<file path="config.mk">
export PLATFORM = sky130hd
export DESIGN_NAME = pcie_vc_router
export DESIGN_NICKNAME = d
export VERILOG_FILES = /design/src/rtl/pcie_vc_pkg.sv /design/src/rtl/pcie_sync_fifo.sv /design/src/rtl/pcie_vc_router.sv
export SDC_FILE = /design/constraint.sdc
export NUM_CORES = 1
export LEC_CHECK = 0
export CAP_MARGIN = 40
export CORE_UTILIZATION = 35
export CTS_BUF_LIST = sky130_fd_sc_hd__clkbuf_4
export DETAILED_ROUTE_END_ITERATION = 16
export PLACE_DENSITY = 0.49
export SYNTH_ARGS = -nofsm -noshare
export SYNTH_HDL_FRONTEND = slang
export SYNTH_SLANG_ARGS = --single-unit
</file>
<file path="constraint.sdc">
create_clock -name clk -period 3.56 [get_ports clk]
set_input_delay 0.534 -clock clk [delete_from_list [all_inputs] [get_ports clk]]
set_output_delay 0.534 -clock clk [all_outputs]
set_load 0.02 [all_outputs]
</file>
<file path="src/rtl/pcie_vc_pkg.sv">
// Shared definitions for the pcie_vc_router slice: FSM encoding, clog2,
// header field helpers and the statistics counter width.
package pcie_vc_pkg;

  localparam int STAT_W = 16;

  typedef enum logic [2:0] {
    ST_RESET  = 3'd0,
    ST_INIT   = 3'd1,
    ST_IDLE   = 3'd2,
    ST_ACTIVE = 3'd3,
    ST_ERROR  = 3'd4
  } state_t;

  // Ceiling log2, usable in parameter expressions.
  function automatic int clog2(input int value);
    int r;
    r = 0;
    for (int v = value - 1; v > 0; v = v >> 1) r++;
    return r;
  endfunction

  // VC field: the top vc_w bits of the word.
  function automatic int unsigned hdr_vc(input logic [63:0] word, input int data_w,
                                         input int vc_w);
    return int'((word >> (data_w - vc_w)) & ((64'd1 << vc_w) - 64'd1));
  endfunction

  // Destination field: the dest_w bits just below the VC field.
  function automatic int unsigned hdr_dest(input logic [63:0] word, input int data_w,
                                           input int vc_w, input int dest_w);
    return int'((word >> (data_w - vc_w - dest_w)) & ((64'd1 << dest_w) - 64'd1));
  endfunction

endpackage

</file>
<file path="src/rtl/pcie_sync_fifo.sv">
// First-word-fall-through synchronous FIFO with occupancy count, a
// programmable almost-full margin and overflow/underflow event pulses.
// A push on a full FIFO is accepted when the same cycle pops a word.
module pcie_sync_fifo
  import pcie_vc_pkg::*;
#(
  parameter int DATA_W = 6,
  parameter int DEPTH  = 4,
  localparam int AW    = clog2(DEPTH)
) (
  input  logic              clk,
  input  logic              reset,
  input  logic              push,
  input  logic              pop,
  input  logic [DATA_W-1:0] data_in,
  input  logic [AW-1:0]     umbral,
  output logic [DATA_W-1:0] data_out,
  output logic [AW:0]       count,
  output logic              empty,
  output logic              almost_full,
  output logic              overflow,
  output logic              underflow
);

  logic [DATA_W-1:0] mem [DEPTH];
  logic [AW-1:0]     wr_ptr_reg;
  logic [AW-1:0]     rd_ptr_reg;
  logic [AW:0]       count_reg;
  logic              full;
  logic              do_push;
  logic              do_pop;

  assign empty       = (count_reg == '0);
  assign full        = (count_reg == (AW+1)'(DEPTH));
  assign do_pop      = pop && !empty;
  assign do_push     = push && (!full || do_pop);
  assign overflow    = push && full && !do_pop;
  assign underflow   = pop && empty;
  assign almost_full = (count_reg >= ((AW+1)'(DEPTH) - {1'b0, umbral}));
  assign count       = count_reg;
  // Head word is visible while non-empty; an empty FIFO presents zero.
  assign data_out    = empty ? '0 : mem[rd_ptr_reg];

  // Storage array; not reset so it maps onto RAM resources.
  always_ff @(posedge clk) begin
    if (do_push) mem[wr_ptr_reg] <= data_in;
  end

  // Pointers and occupancy; pointers wrap naturally at DEPTH.
  always_ff @(posedge clk) begin
    if (reset) begin
      wr_ptr_reg <= '0;
      rd_ptr_reg <= '0;
      count_reg  <= '0;
    end else begin
      if (do_push) wr_ptr_reg <= wr_ptr_reg + AW'(1);
      if (do_pop)  rd_ptr_reg <= rd_ptr_reg + AW'(1);
      count_reg <= count_reg + {{AW{1'b0}}, do_push} - {{AW{1'b0}}, do_pop};
    end
  end

endmodule

</file>
<file path="src/rtl/pcie_vc_router.sv">
// Transaction-layer router: main FIFO -> NUM_VC virtual-channel FIFOs ->
// round-robin arbiter -> NUM_DEST destination FIFOs, plus control FSM.
// Optional feature: define PCIE_VC_STATS_EN to build per-destination
// delivered-word counters on stat_cnt; otherwise stat_cnt is tied to 0.
module pcie_vc_router
  import pcie_vc_pkg::*;
#(
  parameter int DATA_W   = 6,
  parameter int NUM_VC   = 2,
  parameter int NUM_DEST = 2,
  parameter int MF_DEPTH = 4,
  parameter int VC_DEPTH = 16,
  parameter int D_DEPTH  = 4,
  localparam int VC_W    = clog2(NUM_VC),
  localparam int DEST_W  = clog2(NUM_DEST),
  localparam int MF_AW   = clog2(MF_DEPTH),
  localparam int VC_AW   = clog2(VC_DEPTH),
  localparam int D_AW    = clog2(D_DEPTH)
) (
  input  logic                       clk,
  input  logic                       reset,
  input  logic                       init,
  input  logic [MF_AW-1:0]           umbral_mf,
  input  logic [VC_AW-1:0]           umbral_vc,
  input  logic [D_AW-1:0]            umbral_d,
  input  logic                       push,
  input  logic [DATA_W-1:0]          data_in,
  input  logic [NUM_DEST-1:0]        pop_d,
  output logic [NUM_DEST*DATA_W-1:0] data_out,
  output logic [NUM_DEST-1:0]        valid_out,
  output logic                       pause,
  output logic                       active,
  output logic                       idle,
  output logic                       error,
  output logic [NUM_DEST*STAT_W-1:0] stat_cnt
);

  state_t            state_reg;
  logic              idle_reg, active_reg, error_reg;
  logic [MF_AW-1:0]  umbral_mf_reg;
  logic [VC_AW-1:0]  umbral_vc_reg;
  logic [D_AW-1:0]   umbral_d_reg;
  logic [VC_W-1:0]   rr_ptr_reg;

  logic              traffic_en;
  logic              mf_empty, mf_afull, mf_overflow, mf_move;
  logic [DATA_W-1:0] mf_head;
  logic [VC_W-1:0]   mf_vc;
  logic [NUM_VC-1:0] vc_empty, vc_afull, vc_elig, vc_grant;
  logic [DATA_W-1:0] vc_head [NUM_VC];
  logic [DEST_W-1:0] vc_dest [NUM_VC];
  logic              grant_valid;
  logic [VC_W-1:0]   grant_idx, scan_idx;
  logic [NUM_DEST-1:0] d_empty, d_afull, d_underflow;
  logic              any_nonempty, err_event;

  logic              mf_underflow_unused;
  logic [MF_AW:0]    mf_count_unused;
  logic [VC_AW:0]    vc_count_unused [NUM_VC];
  logic [NUM_VC-1:0] vc_ovf_unused, vc_unf_unused;
  logic [D_AW:0]     d_count_unused [NUM_DEST];
  logic [NUM_DEST-1:0] d_ovf_unused;

  assign traffic_en = (state_reg == ST_IDLE) || (state_reg == ST_ACTIVE);
  assign mf_vc      = VC_W'(hdr_vc(64'(mf_head), DATA_W, VC_W));
  assign mf_move    = traffic_en && !mf_empty && !vc_afull[mf_vc];

  pcie_sync_fifo #(.DATA_W(DATA_W), .DEPTH(MF_DEPTH)) u_main_fifo (
    .clk, .reset,
    .push(push && traffic_en), .pop(mf_move), .data_in(data_in),
    .umbral(umbral_mf_reg), .data_out(mf_head), .count(mf_count_unused),
    .empty(mf_empty), .almost_full(mf_afull),
    .overflow(mf_overflow), .underflow(mf_underflow_unused)
  );

  for (genvar gi = 0; gi < NUM_VC; gi++) begin : g_vc
    pcie_sync_fifo #(.DATA_W(DATA_W), .DEPTH(VC_DEPTH)) u_vc_fifo (
      .clk, .reset,
      .push(mf_move && (mf_vc == VC_W'(gi))), .pop(vc_grant[gi]), .data_in(mf_head),
      .umbral(umbral_vc_reg), .data_out(vc_head[gi]), .count(vc_count_unused[gi]),
      .empty(vc_empty[gi]), .almost_full(vc_afull[gi]),
      .overflow(vc_ovf_unused[gi]), .underflow(vc_unf_unused[gi])
    );
    assign vc_dest[gi] = DEST_W'(hdr_dest(64'(vc_head[gi]), DATA_W, VC_W, DEST_W));
    assign vc_elig[gi] = traffic_en && !vc_empty[gi] && !d_afull[vc_dest[gi]];
  end

  // Round-robin pick: scan downward so the lowest offset from rr_ptr wins.
  always_comb begin
    grant_valid = 1'b0;
    grant_idx   = '0;
    scan_idx    = '0;
    for (int off = NUM_VC - 1; off >= 0; off--) begin
      scan_idx = rr_ptr_reg + VC_W'(off);
      if (vc_elig[scan_idx]) begin
        grant_valid = 1'b1;
        grant_idx   = scan_idx;
      end
    end
  end

  assign vc_grant = grant_valid ? (NUM_VC'(1) << grant_idx) : '0;

  for (genvar gi = 0; gi < NUM_DEST; gi++) begin : g_dest
    pcie_sync_fifo #(.DATA_W(DATA_W), .DEPTH(D_DEPTH)) u_d_fifo (
      .clk, .reset,
      .push(grant_valid && (vc_dest[grant_idx] == DEST_W'(gi))),
      .pop(pop_d[gi] && traffic_en), .data_in(vc_head[grant_idx]),
      .umbral(umbral_d_reg), .data_out(data_out[gi*DATA_W +: DATA_W]),
      .count(d_count_unused[gi]), .empty(d_empty[gi]), .almost_full(d_afull[gi]),
      .overflow(d_ovf_unused[gi]), .underflow(d_underflow[gi])
    );
    assign valid_out[gi] = !d_empty[gi];
  end

  assign pause        = mf_afull;
  assign any_nonempty = !mf_empty || !(&vc_empty) || !(&d_empty);
  assign err_event    = mf_overflow || (|d_underflow);

  // Arbiter pointer advances past the granted VC, holds otherwise.
  always_ff @(posedge clk) begin
    if (reset)            rr_ptr_reg <= '0;
    else if (grant_valid) rr_ptr_reg <= grant_idx + VC_W'(1);
  end

  // Control FSM with registered status flags and threshold capture.
  always_ff @(posedge clk) begin
    if (reset) begin
      state_reg     <= ST_RESET;
      idle_reg      <= 1'b0;
      active_reg    <= 1'b0;
      error_reg     <= 1'b0;
      umbral_mf_reg <= '0;
      umbral_vc_reg <= '0;
      umbral_d_reg  <= '0;
    end else begin
      case (state_reg)
        ST_RESET: state_reg <= ST_INIT;
        ST_INIT: begin
          if (init) begin
            umbral_mf_reg <= umbral_mf;
            umbral_vc_reg <= umbral_vc;
            umbral_d_reg  <= umbral_d;
          end else begin
            state_reg <= ST_IDLE;
            idle_reg  <= 1'b1;
          end
        end
        ST_IDLE, ST_ACTIVE: begin
          if (err_event) begin
            state_reg  <= ST_ERROR;
            idle_reg   <= 1'b0;
            active_reg <= 1'b0;
            error_reg  <= 1'b1;
          end else if (any_nonempty) begin
            state_reg  <= ST_ACTIVE;
            idle_reg   <= 1'b0;
            active_reg <= 1'b1;
          end else begin
            state_reg  <= ST_IDLE;
            idle_reg   <= 1'b1;
            active_reg <= 1'b0;
          end
        end
        ST_ERROR: state_reg <= ST_ERROR;
        default: begin
          state_reg  <= ST_RESET;
          idle_reg   <= 1'b0;
          active_reg <= 1'b0;
          error_reg  <= 1'b0;
        end
      endcase
    end
  end

  assign idle   = idle_reg;
  assign active = active_reg;
  assign error  = error_reg;

`ifdef PCIE_VC_STATS_EN
  for (genvar gi = 0; gi < NUM_DEST; gi++) begin : g_stat
    logic [STAT_W-1:0] cnt_reg;
    // Count accepted pops, saturating at all-ones.
    always_ff @(posedge clk) begin
      if (reset) cnt_reg <= '0;
      else if (pop_d[gi] && traffic_en && !d_empty[gi] && (cnt_reg != '1))
        cnt_reg <= cnt_reg + STAT_W'(1);
    end
    assign stat_cnt[gi*STAT_W +: STAT_W] = cnt_reg;
  end
`else
  assign stat_cnt = '0;
`endif

endmodule

</file>
### Yosys cells after proc, flatten, opt, wreduce, memory -nomap -nowiden

Memory sizes are Yosys's and may differ from the RTL's. A register that Yosys moved wholly into a read port is not among the register bits.
Index checks and enable logic that the tools add are counted.

* shift operators: 1
* add/subtract/negate cells: 25
* reduce and logical (&&, ||, !) cells: 67
* bitwise logic cells: 5
* mux-type cells: 59
* equality and inequality tests: 11
* $lt $le $gt $ge: 11

Operator list (number)
* 6-bit 2-to-1 mux: 8
* 1-bit 2-to-1 mux: 34
* 1-bit logical AND: 27
* 4-bit by 1-bit adder with 4-bit output, second input constant: 4
* 1-bit logical NOT: 16
* 4-bit 2-to-1 mux: 4
* 2-bit 2-to-1 mux: 7
* 2-bit by 1-bit adder with 2-bit output, second input constant: 6
* 3-bit == test, second input constant: 4
* 3-bit logical NOT: 4
* 3-bit case mux with 4 select lines: 1
* 5-bit by 1-bit adder with 5-bit output: 2
* 5-bit == test, second input constant: 2
* 5-bit >= comparator: 2
* 5-bit logical NOT: 2
* 1-bit by 2-bit less-than comparator with 1-bit output, second input constant: 5
* 2-bit AND reduction: 5
* 5-bit by 1-bit subtractor with 5-bit output: 2
* 3-bit by 1-bit adder with 3-bit output: 3
* 3-bit >= comparator: 3
* 1-bit logical OR: 9
* 3-bit by 1-bit subtractor with 3-bit output: 3
* 3-bit by 2-bit == test with 1-bit output, second input constant: 2
* 3-bit 2-to-1 mux: 2
* other kinds (13): 22

* output and inout bits: 50
* input port bits: 20
* bits in writable memories: 264
* word-level logic and storage cells: 207
* memories: 5
* flip-flop bits (word level): 62

Memory list
* g_vc[0].u_vc_fifo.mem: words 16, width 6, rd ports 1, clocked after Yosys merged registers in 1, wr ports 1, RTL line pcie_sync_fifo.sv:25 `logic [DATA_W-1:0] mem [DEPTH];`
* g_vc[1].u_vc_fifo.mem: words 16, width 6, rd ports 1, clocked after Yosys merged registers in 1, wr ports 1, RTL line pcie_sync_fifo.sv:25
* g_dest[0].u_d_fifo.mem: words 4, width 6, rd ports 1, clocked after Yosys merged registers in 1, wr ports 1, RTL line pcie_sync_fifo.sv:25
* g_dest[1].u_d_fifo.mem: words 4, width 6, rd ports 1, clocked after Yosys merged registers in 1, wr ports 1, RTL line pcie_sync_fifo.sv:25
* u_main_fifo.mem: words 4, width 6, rd ports 1, clocked after Yosys merged registers in 1, wr ports 1, RTL line pcie_sync_fifo.sv:25

### Logic depth before layout (Yosys ltp)

* depth after elaboration: 19
* depth in mapped cells: 20
* depth with buffers taken out: 19

### Modules after synthesis

A second synthesis with hierarchy kept.

* cell total of the unflattened synthesis: 998
* area, all modules: 15255.9 µm²

By module, submodules not included
* pcie_sync_fifo at g_vc[0].u_vc_fifo ...: times used 2, cells each 286, area each 4833.4 µm²
* pcie_sync_fifo at g_dest[0].u_d_fifo ...: times used 3, cells each 101, area each 1503.9 µm²
* pcie_vc_router: times used 1, cells each 123, area each 1077.3 µm²

### Least setup slack after synthesis

OpenSTA, ideal clock, no wires.

* path type: register -> register
* from: register g_dest[0].u_d_fifo.count_reg[0]
* to: register g_vc[1].u_vc_fifo.count_reg[4]
* clock period less this slack: 3.875 ns
* path slack: -0.315 ns
* cell stages (with the launch flop): 17
* library setup time: 0.071 ns
* arrival time: 3.804 ns
* data required time: 3.489 ns
* path through: dfxtp_1 > inv_1 > ha_1 > nand2b_1 > maj3_1 > a2111oi_0 > and4_1 > nor3_4 > o21a_1 > buf_4 > buf_4 > ha_1 > fa_1 > a21oi_1 > nor2_1 > or3_1 > a21oi_1

* word-level cells in the longest chain between the ends: 16

RTL lines
* start: declaration: RTL line pcie_sync_fifo.sv:28 `logic [AW:0] count_reg;`
* start signal: assignment: RTL line pcie_sync_fifo.sv:58 `count_reg <= count_reg + {{AW{1'b0}}, do_push} - {{AW{1'b0}}, do_pop};`
* 3-bit >= comparator *: RTL line pcie_sync_fifo.sv:39 `assign almost_full = (count_reg >= ((AW+1)'(DEPTH) - {1'b0, umbral}));`
* 1-bit 2-to-1 mux (implied by the code) (2 in a row): RTL line pcie_vc_router.sv:85 `assign vc_elig[gi] = traffic_en && !vc_empty[gi] && !d_afull[vc_dest[gi]];`
* 1-bit logical NOT: RTL line pcie_vc_router.sv:85
* 1-bit logical AND: RTL line pcie_vc_router.sv:85
* 1-bit 2-to-1 mux (implied by the code) (2 in a row): RTL line pcie_vc_router.sv:95 `if (vc_elig[scan_idx]) begin`
* 1-bit 2-to-1 mux (2 in a row): RTL line pcie_vc_router.sv:95
* 1-bit by 1-bit << shifter with 2-bit output: RTL line pcie_vc_router.sv:102 `assign vc_grant = grant_valid ? (NUM_VC'(1) << grant_idx) : '0;`
* 2-bit 2-to-1 mux *: RTL line pcie_vc_router.sv:102
* 1-bit logical AND *: RTL line pcie_sync_fifo.sv:35 `assign do_pop = pop && !empty;`
* 1-bit logical OR *: RTL line pcie_sync_fifo.sv:36 `assign do_push = push && (!full || do_pop);`
* 1-bit logical AND *: RTL line pcie_sync_fifo.sv:36
* net g_vc[1].u_vc_fifo.do_push: RTL line pcie_sync_fifo.sv:30 `logic do_push;`
* 5-bit by 1-bit adder with 5-bit output *: RTL line pcie_sync_fifo.sv:58
* 5-bit by 1-bit subtractor with 5-bit output *: RTL line pcie_sync_fifo.sv:58
* end signal: assignment: RTL line pcie_sync_fifo.sv:58
* end: declaration: RTL line pcie_sync_fifo.sv:28

The timed path passes the listed nets; every way through them passes the cells marked *. The select of a mux whose other input is x is not followed.
A chain may end at the register's enable or synchronous reset.

==> flow_summary.json <==
{
  "slowest_delay_ns": 0.55,
  "hold_depth": 2,
  "place_ws_ns": -0.0895,
  "reg2reg_slack_ns": 0.004,
  "grt_pass1_vias": 8150,
  "rsz0062_at_grt": "true",
  "seqPwrFrac": 0.429,
  "largest_reg_flops": 192,
  "r2r-end": "g_vc[1].u_vc_fifo.count[4]",
  "mostFrequentLayoutCells": "edfxtp_1, clkbuf_4, mux4_2",
  "htreeDepth": 3,
  "arrival_ns": 4.18,
  "regMostFlops": "g_vc.u_vc_fifo.mem",
  "gp_congestion": 0.751,
  "synth-seq-cells": 340,
  "netlist_instances": 936,
  "holdCritStartpoint": "reset",
  "swShare": 0.310,
  "cts.clk_slew.worst_paths_ns": 0.06,
  "irDropWorstVdd_v": 0.000356,
  "yosysUniqueCellTypes": 61,
  "grt_usage": 0.144,
  "ant_nets": 0,
  "crit_top_cell": "mux4_2",
  "endpoint_kind": "register",
  "synth_area_sq_mm": 0.0147,
  "final_hold_viol_count": 0,
  "cts_root_buffer": "clkbuf_4",
  "path_class": "reg2reg",
  "synth_edf_count": 264,
  "drc": 0,
  "core_area_sq_mm": 0.0411,
  "dpl.hpwl_um": 20000,
  "cp-start-kind": "register",
  "reg_top3": "g_vc.u_vc_fifo.mem: 192 flops, g_dest.u_d_fifo.mem: 48 flops, u_main_fifo.mem: 24 flops",
  "antenna_found_initial": 1,
  "outcome": "complete, no violations",
  "yosysSeqAreaShare": 0.644,
  "power_mw": 11.9,
  "min_path_type": "in2reg",
  "synth_top_area_cell": "edfxtp_1",
  "nets": 1198,
  "io_buffer_count": 37,
  "die_area_sq_mm": 0.0427,
  "cts_tree": "yes",
  "maxSlewViolCount": 0,
  "fin_crit_ns": 3.56,
  "pin_count": 70,
  "synthFlopType": "edfxtp_1",
  "r2r_cells": 14,
  "die_y_um": 207,
  "final_min_period_over_clock_period": 0.999,
  "maxCapViolations": 0,
  "wl_per_cell_um": 17.2,
  "min_to": "g_vc[1].u_vc_fifo.wr_ptr_reg[0]",
  "leakagePower_nw": 6.32,
  "grt_max_degree": 38,
  "overflow": 0,
  "intPower_mw": 8.20,
  "share_comb_of_total_power": 0.286,
  "switching_power_mw": 3.69,
  "cp_cell_sequence": "buf_12 -> mux4_2 -> mux4_2 -> and2_4 -> o21ai_4 -> nor3_4 -> buf_4 -> o21a_1 -> ha_2 -> fa_2 -> a21oi_2 -> nor2_1 -> or3_1 -> a21oi_1",
  "skew_ns": 0.0558,
  "rows": 74,
  "cpMaxStageDelayCell": "mux4_2",
  "synth_top_area_share": 0.541,
  "viasPerCell": 4.63,
  "start_util": 0.357,
  "max_slew_margin": 0.480,
  "clock.fmax_mhz": 281,
  "cts_sinks": 340,
  "pwr_density_cell_mw_per_mm2": 678,
  "synthArstFlopShare": 0,
  "tightestPinTransition_ns": 0.780,
  "cp.required_ns": 4.18,
  "area.growth.synth_to_final_pct": 19.6,
  "finalSetupViolCount": 0,
  "cts_made_buffers": 92,
  "cts_buffer_depth": 3,
  "clk_latency_ns": 0.75,
  "avgSynthCellArea_sq_um": 15.7,
  "via_count": 7968,
  "synthTopCellsByArea": "edfxtp_1, mux4_2, dfxtp_1",
  "wl_um": 29600,
  "first_pass_iters": 8,
  "drive_gt1_frac": 0.298,
  "layout_commonest_cell": "edfxtp_1",
  "grt_pass1_wl_um": 46000,
  "critPathMaxFanout": 5,
  "yosysWarnings": 0,
  "die_w_um": 207,
  "clock_power_share": 0.284,
  "fin_ws_ns": 0.00444,
  "drt_iter0_drc": 362
}
[synthesized netlist by cell type, types with 18 or more instances]
master,count
mux4_2,75
ha_1,58
buf_4,34
clkbuf_1,18
nor2_1,68
xnor2_1,20
nor2b_1,32
inv_1,55
dfxtp_1,76
and2_1,26
edfxtp_1,264
a21oi_1,21
nand2_1,24
and3_1,21
[per-layer routing]
layer	global-route usage	part of all wire
met1	0.183	0.45
met2	0.233	0.49
met4	0.0581	0.020
met5	0	0
met3	0.0389	0.040
[timing repair]
| action | CTS | global route |
|---|---|---|
| hold buffers | 0 | 0 |
| pin swaps | 4 | 8 |
| setup endpoints to repair | 3 | 109 |
| resized for setup | 12 | 16 |
| setup buffers | 2 | 1 |
[cell type report]
| cell class | instances | area [sq um] |
|---|---|---|
| diodes | 1 | 2.50 |
| clock buffers | 140 | 1050 |
| clock inverters | 26 | 113 |
| fillers | 3805 | 23600 |
| inverters | 56 | 210 |
| multi-input cells | 505 | 4870 |
| flip-flops and latches | 340 | 9450 |
| well taps | 532 | 666 |
| repair buffers | 120 | 1170 |
[worst max-delay path, delay by kind of cell (launching register included)]
family | cells | cell delay [ns]
AND/OR/NAND/NOR | 4 | 0.64
adder cells (fa/ha/maj) | 2 | 0.55
buffers and inverters | 2 | 0.24
AO/OA/AOI/OAI | 4 | 0.64
multiplexers | 2 | 1.04
flip-flops | 1 | 0.34
[through the flow]
step	setup TNS, ns	util	cell area, sq um	cells	hold slack [ns]
after floorplan	-0.0338	-	14800	967	0.481
after global placement	-0.0135	0.394	16200	1548	0.450
after detailed placement	-0.149	0.395	16200	1550	0.458
after CTS	-0.0663	0.425	17500	1718	0.285
after global routing	-0.467	0.427	17500	1720	0.321
final	0	0.427	17500	1720	0.368
[worst max path at each step]
stage / from / slack, ns / cells after the start / endpoint
after floorplan: register / -0.03 / 15 / g_vc[1].u_vc_fifo.count[4]
after global placement: register / -0.009 / 16 / g_vc[0].u_vc_fifo.count[4]
after detailed placement: register / -0.09 / 14 / g_vc[1].u_vc_fifo.count[4]
after CTS: register / -0.06 / 15 / g_vc[1].u_vc_fifo.count[4]
after global routing: register / -0.21 / 15 / g_vc[1].u_vc_fifo.count[4]
final: register / 0.004 / 14 / g_vc[1].u_vc_fifo.count[4]
[power by group through the flow]
stage | Sequential [mW] | Clock (mW) | Combinational (mW)
after floorplan | 5.14 | 0 | 2.13
after global placement | 5.20 | 0 | 3.27
after detailed placement | 5.19 | 0 | 3.34
after CTS | 5.11 | 3.53 | 3.40
after global routing | 5.14 | 3.74 | 3.78
final | 5.11 | 3.38 | 3.40
[cells by family after synthesis]
group	share of synthesized area
muxes	0.125
adders and majority gates	0.0584
xor gates and xnor gates	0.0191
and+or+nand+nor	0.0776
buffers and inverters	0.0407
AOI/OAI and AO/OA	0.0346
other	0.000256
DFF	0.644
(Power assumes the default switching activity.)
